==> src/rtl/pc_stack_counter.sv <==
// pc_stack_counter: parametrised program counter with a hardware
// call/return stack, relative branch, absolute jump and pipeline stall.
// Optional feature macro: PC_PREV_EN adds pc_prev (address of the
// instruction just retired).
module pc_stack_counter #(
    parameter int            AW        = 8,
    parameter int            STEP      = 1,
    parameter logic [AW-1:0] RESET_VEC = '0,
    parameter int            DEPTH     = 4
) (
    input  logic                       clk,
    input  logic                       reset,
    input  logic                       stall,
    input  logic                       inc,
    input  logic                       jump,
    input  logic                       branch,
    input  logic                       call,
    input  logic                       ret,
    input  logic                       err_clr,
    input  logic [AW-1:0]              target,
    input  logic [AW-1:0]              offset,
    output logic [AW-1:0]              pc,
    output logic [AW-1:0]              pc_next,
    output logic [$clog2(DEPTH):0]     depth,
`ifdef PC_PREV_EN
    output logic [AW-1:0]              pc_prev,
`endif
    output logic                       stack_full,
    output logic                       stack_empty,
    output logic                       stack_err
);

    localparam int            PW     = $clog2(DEPTH);
    localparam int            DW     = PW + 1;
    localparam logic [AW-1:0] STEP_V = AW'(STEP);
    localparam logic [DW-1:0] FULL_V = DW'(DEPTH);

    logic [AW-1:0] pc_q;
    logic [DW-1:0] depth_q;
    logic          err_q;
    logic [AW-1:0] stack [DEPTH];

    logic [AW-1:0] pc_seq;
    logic [PW-1:0] top_idx;
    logic [PW-1:0] push_idx;
    logic [DW-1:0] depth_nxt;
    logic          push;
    logic          err_set;

    // Sequential successor; shared by inc, ret-underflow and the pushed
    // return address. Wraps silently modulo 2^AW.
    assign pc_seq   = pc_q + STEP_V;
    // When full, depth's low bits are zero and top_idx wraps to DEPTH-1.
    assign top_idx  = depth_q[PW-1:0] - PW'(1);
    assign push_idx = depth_q[PW-1:0];

    assign stack_full  = (depth_q == FULL_V);
    assign stack_empty = (depth_q == '0);

    // Next-state decode: ret > call > jump > branch > inc > hold, and
    // everything frozen under stall.
    always_comb begin
        pc_next   = pc_q;
        depth_nxt = depth_q;
        push      = 1'b0;
        err_set   = 1'b0;
        if (!stall) begin
            if (ret) begin
                if (stack_empty) begin
                    pc_next = pc_seq;
                    err_set = 1'b1;
                end else begin
                    pc_next   = stack[top_idx];
                    depth_nxt = depth_q - DW'(1);
                end
            end else if (call) begin
                pc_next = target;
                if (stack_full) begin
                    err_set = 1'b1;
                end else begin
                    push      = 1'b1;
                    depth_nxt = depth_q + DW'(1);
                end
            end else if (jump) begin
                pc_next = target;
            end else if (branch) begin
                pc_next = pc_q + offset;
            end else if (inc) begin
                pc_next = pc_seq;
            end
        end
    end

    // PC, depth and sticky error register; a new error beats err_clr.
    always_ff @(posedge clk or negedge reset) begin
        if (!reset) begin
            pc_q    <= RESET_VEC;
            depth_q <= '0;
            err_q   <= 1'b0;
        end else begin
            pc_q    <= pc_next;
            depth_q <= depth_nxt;
            err_q   <= err_set | (err_q & ~err_clr);
        end
    end

    // Return-address storage; contents are don't-care after reset.
    always_ff @(posedge clk) begin
        if (push) stack[push_idx] <= pc_seq;
    end

`ifdef PC_PREV_EN
    logic [AW-1:0] prev_q;

    // Captures the PC being retired on every non-stalled edge.
    always_ff @(posedge clk or negedge reset) begin
        if (!reset)      prev_q <= RESET_VEC;
        else if (!stall) prev_q <= pc_q;
    end

    assign pc_prev = prev_q;
`endif

    assign pc        = pc_q;
    assign depth     = depth_q;
    assign stack_err = err_q;

endmodule

==> config.mk <==
export PLATFORM = sky130hd
export DESIGN_NAME = pc_stack_counter
export DESIGN_NICKNAME = d
export VERILOG_FILES = /design/src/rtl/pc_stack_counter.sv
export SDC_FILE = /design/constraint.sdc
export NUM_CORES = 1
export LEC_CHECK = 0
export ABC_AREA = 1
export CELL_PAD_IN_SITES_DETAIL_PLACEMENT = 1
export CELL_PAD_IN_SITES_GLOBAL_PLACEMENT = 1
export CORE_ASPECT_RATIO = 0.7
export CORE_MARGIN = 2
export CORE_UTILIZATION = 38
export CTS_BUF_LIST = sky130_fd_sc_hd__clkbuf_4 sky130_fd_sc_hd__clkbuf_8 sky130_fd_sc_hd__clkbuf_16
export CTS_CLUSTER_DIAMETER = 200
export DETAILED_ROUTE_END_ITERATION = 10
export PLACE_DENSITY_LB_ADDON = 0.1
export SETUP_SLACK_MARGIN = 0.05
export SKIP_LAST_GASP = 1
export SLEW_MARGIN = 20
export SYNTH_ARGS = -nofsm -noshare
export SYNTH_HDL_FRONTEND = slang
export SYNTH_SLANG_ARGS = --single-unit
==> constraint.sdc <==
create_clock -name clk -period 2.7 [get_ports clk]
set_input_delay 0.54 -clock clk [delete_from_list [all_inputs] [get_ports clk]]
set_output_delay 0.54 -clock clk [all_outputs]
set_load 0.01 [all_outputs]
==> metrics.txt <==
TritonCTS buffer count=5; Syn Area/Cell=roughly 8.3 um2; P&R area growth vs syn=44.15%; first-pass GRT wire length=13410 um; Die H=between 70 and 80 um; Simple-Gate Fraction of Synth Area=about a quarter; post-synth top area cell=edfxtp_1; relative slew slack=~46%; top-level port count=47; Final Wtd Congestion=0.8188; initial core utilization=roughly two fifths; final clock skew=just over 0.009 ns; CP Cell Sequence=ha_2 > inv_2 > fa_2 > nor2_2 > nand2_1 > nand4_1 > nand3_1 > nand3_1 > nand2_1 > a21oi_2 > buf_2; First-pass DRT Iterations=4; largest family of logic cells by synthesized area=simple AND/OR/NAND/NOR gates; drt total wl=~8300 um; Leakage=1.658 nW; CP max stage cell=dfrtp_1; area share of xor/xnor cells in the synthesized design=2.608%; ratio of cells with drive above 1 in the final layout=between 20% and 30%; Setup Viol. Count Final=0; Yosys reg bits=44; Tightest Pin Transition=a little over 0.8 ns; post-layout util=57.05%; Syn Std Cell Area=2686 um2; die footprint=7769 um2; power density over cell area=1018 nW/um2; Synth top area share=35.77%; busiest layer in global routing=met2; CTS root buffer=clkbuf_8; Vias=2561; final worst slack=about 0.063 ns; Hold-fix buffers, CTS=0; Syn Nets=361; Mapped Cells=approximately 320; largest net degree at the start of global routing=21; detailed placer's ending HPWL=just over 6000 um; fin crit share=97.66%; H-tree depth=2; top cells by area, synth=edfxtp_1, dfrtp_1, nand2_1; Worst Hold Class=reg2reg; initial DRC count=65; Data arrival, critical path=2.10 ns; Crit path buffers/inverters=2; met1 GRT Util=31.76%; post-layout min period=roughly 2.6 ns; Worst Setup End Kind=output port; CTS tree=yes; DRC viols=0; Syn. warnings=0; area of the core=6788 um2; CTS Buffer Depth=2; placed cells=500; Max IR drop VDD=0.0006626 V; adder-cell area share of the yosys netlist=under 10%; maximum clock frequency=379.3 MHz; RSZ-0062 raised after global routing=yes; CP top delay family=adder cells; Sink Count=44; n_diodes=0; Non-Filler Instances=512; routed length per instance=between 15 and 20 um; Place WS=-0.8522 ns; met3 usage=roughly 3.6%; all-layer global routing usage=22.62%; endpoints failing hold=0; vias in the first global route=2673; Crit Path Class=reg2out; final antenna-violating net count=0; GRT met2 Usage=37.40%; crit-path max FO=2; Synth Area in Compound Gates=12.30%; Via density=5.002; Worst-Skew Late Latency=0.30 ns; fill cell count=828; status=completed; Final Power=3.942 mW; pins over their slew limit=0; Placement Rows=25; max-cap violations=0; Port Buffers=46; Critical Path RT=around 2.2 ns; Final nets=456; Netlist cell types=30; sequential area share after synthesis=46.95%; Clock Pin Slew Worst Setup and Hold Paths=0.09 ns; antenna violations before repair=0; Setup crit start kind=flip-flop; multiplexer area fraction after synthesis=0%; Max stage delay on crit path=0.36 ns; overall die width=104.5 um; total grt overflow=0
## stage by stage
stage	setup TNS [ns]	instance area, um2	hold WS (ns)
floorplan	0	2686	0.2444
global placement	-4.570	3575	0.5410
detailed placement	-4.886	3575	0.5655
CTS	-0.03442	3797	0.5833
global route	-0.09601	3872	0.5912
finish	0	3872	0.5826
## metal layers
metal / part of all wire, % / up-vias
met2: 45 / 45
met5: 0 / -
li1: - / 1262
met4: 0.77 / 0
met1: 51 / 1248
met3: 3.2 / 6
## registers in the layout, summed over array words and instances (netlist names)
name	cells
pc	8
depth	3
stack	32
stack_err	1
## worst paths after layout
check / start / to / slack (ns) / depth (start not counted)
min: stack_err$_DFF_PN0_ / stack_err$_DFF_PN0_ / 0.58 / 2
min in group asynchronous: reset / pc[6]$_DFF_PN0_ / 0.66 / 1
max: pc[0]$_DFF_PN0_ / pc_next[4] / 0.06 / 11
max in group asynchronous: reset / depth[0]$_DFFE_PN0P_ / 1.56 / 1
min reg2reg: stack_err$_DFF_PN0_ / stack_err$_DFF_PN0_ / 0.58 / 2
max reg2reg: depth[0]$_DFFE_PN0P_ / stack[3][7]$_DFFE_PP_ / 0.75 / 5
## synth_stat cells, drive strengths merged
master / count
fa: 2
a31oi: 1
and2: 1
o21ai: 22
clkinv: 1
o22ai: 7
xnor2: 3
a21oi: 27
xor2: 5
nand4: 4
o211ai: 2
dfrtp: 12
edfxtp: 32
o221ai: 1
buf: 6
clkbuf: 2
nand3: 25
nand2: 70
nor2: 48
inv: 39
ha: 12
## cells by family (layout without fill, tap and decap cells)
group / after synthesis / count (layout)
and+or+nand+nor: 148 / 148
AOI/OAI and AO/OA: 60 / 60
buffers and inverters: 48 / 144
DFF: 44 / 44
adders and majority gates: 14 / 14
xor gates and xnor gates: 8 / 8
## cell type report
type / instances / area [um2] / area share, %
clock buffer: 6 / 82.58 / 2.132
tap: 94 / 117.6 / 3.037
inverter: 40 / 161.4 / 4.168
multi-input combinational: 230 / 1411 / 36.45
sequential: 44 / 1261 / 32.57
clock inverter: 2 / 38.79 / 1.002
timing repair buffer: 96 / 799.5 / 20.65
## worst register-to-register path: cells and delay by family (launching register included)
kind,cells,cell delay [ns]
buf+inv,1,0.05
flops,1,0.40
simple gates,3,0.97
fa+ha+maj,1,0.16
## report_power, final
part / switching, mW / total (mW) / leakage [nW] / internal [mW]
logic: 1.32 / 2.37 / 1.17 / 1.05
clock network: 0.250 / 0.553 / 0.0614 / 0.303
registers: 0.0897 / 1.02 / 0.428 / 0.927
total: 1.66 / 3.94 / 1.66 / 2.28
## timing repair
item,CTS,global route
gates resized for setup,71,12
setup endpoints to repair,8,8
pin swaps,20,22
buffers inserted,1,3
## cells in the final DEF (no fill, tap or decap), drive strengths merged
| cell type | instances |
|---|---|
| a31oi | 1 |
| buf | 58 |
| inv | 39 |
| clkbuf | 7 |
| clkinv | 2 |
| clkdlybuf4s15 | 2 |
| dlygate4sd2 | 6 |
| nor2 | 48 |
| o22ai | 7 |
| clkdlybuf4s50 | 29 |
| xnor2 | 3 |
| nand2 | 70 |
| and2 | 1 |
| bufinv | 1 |
| nand4 | 4 |
| fa | 2 |
| o221ai | 1 |
| xor2 | 5 |
| o21ai | 22 |
| nand3 | 25 |
| ha | 12 |
| edfxtp | 32 |
| dfrtp | 12 |
| a21oi | 27 |
| o211ai | 2 |
Note: power is estimated with default switching activity, not from simulation.
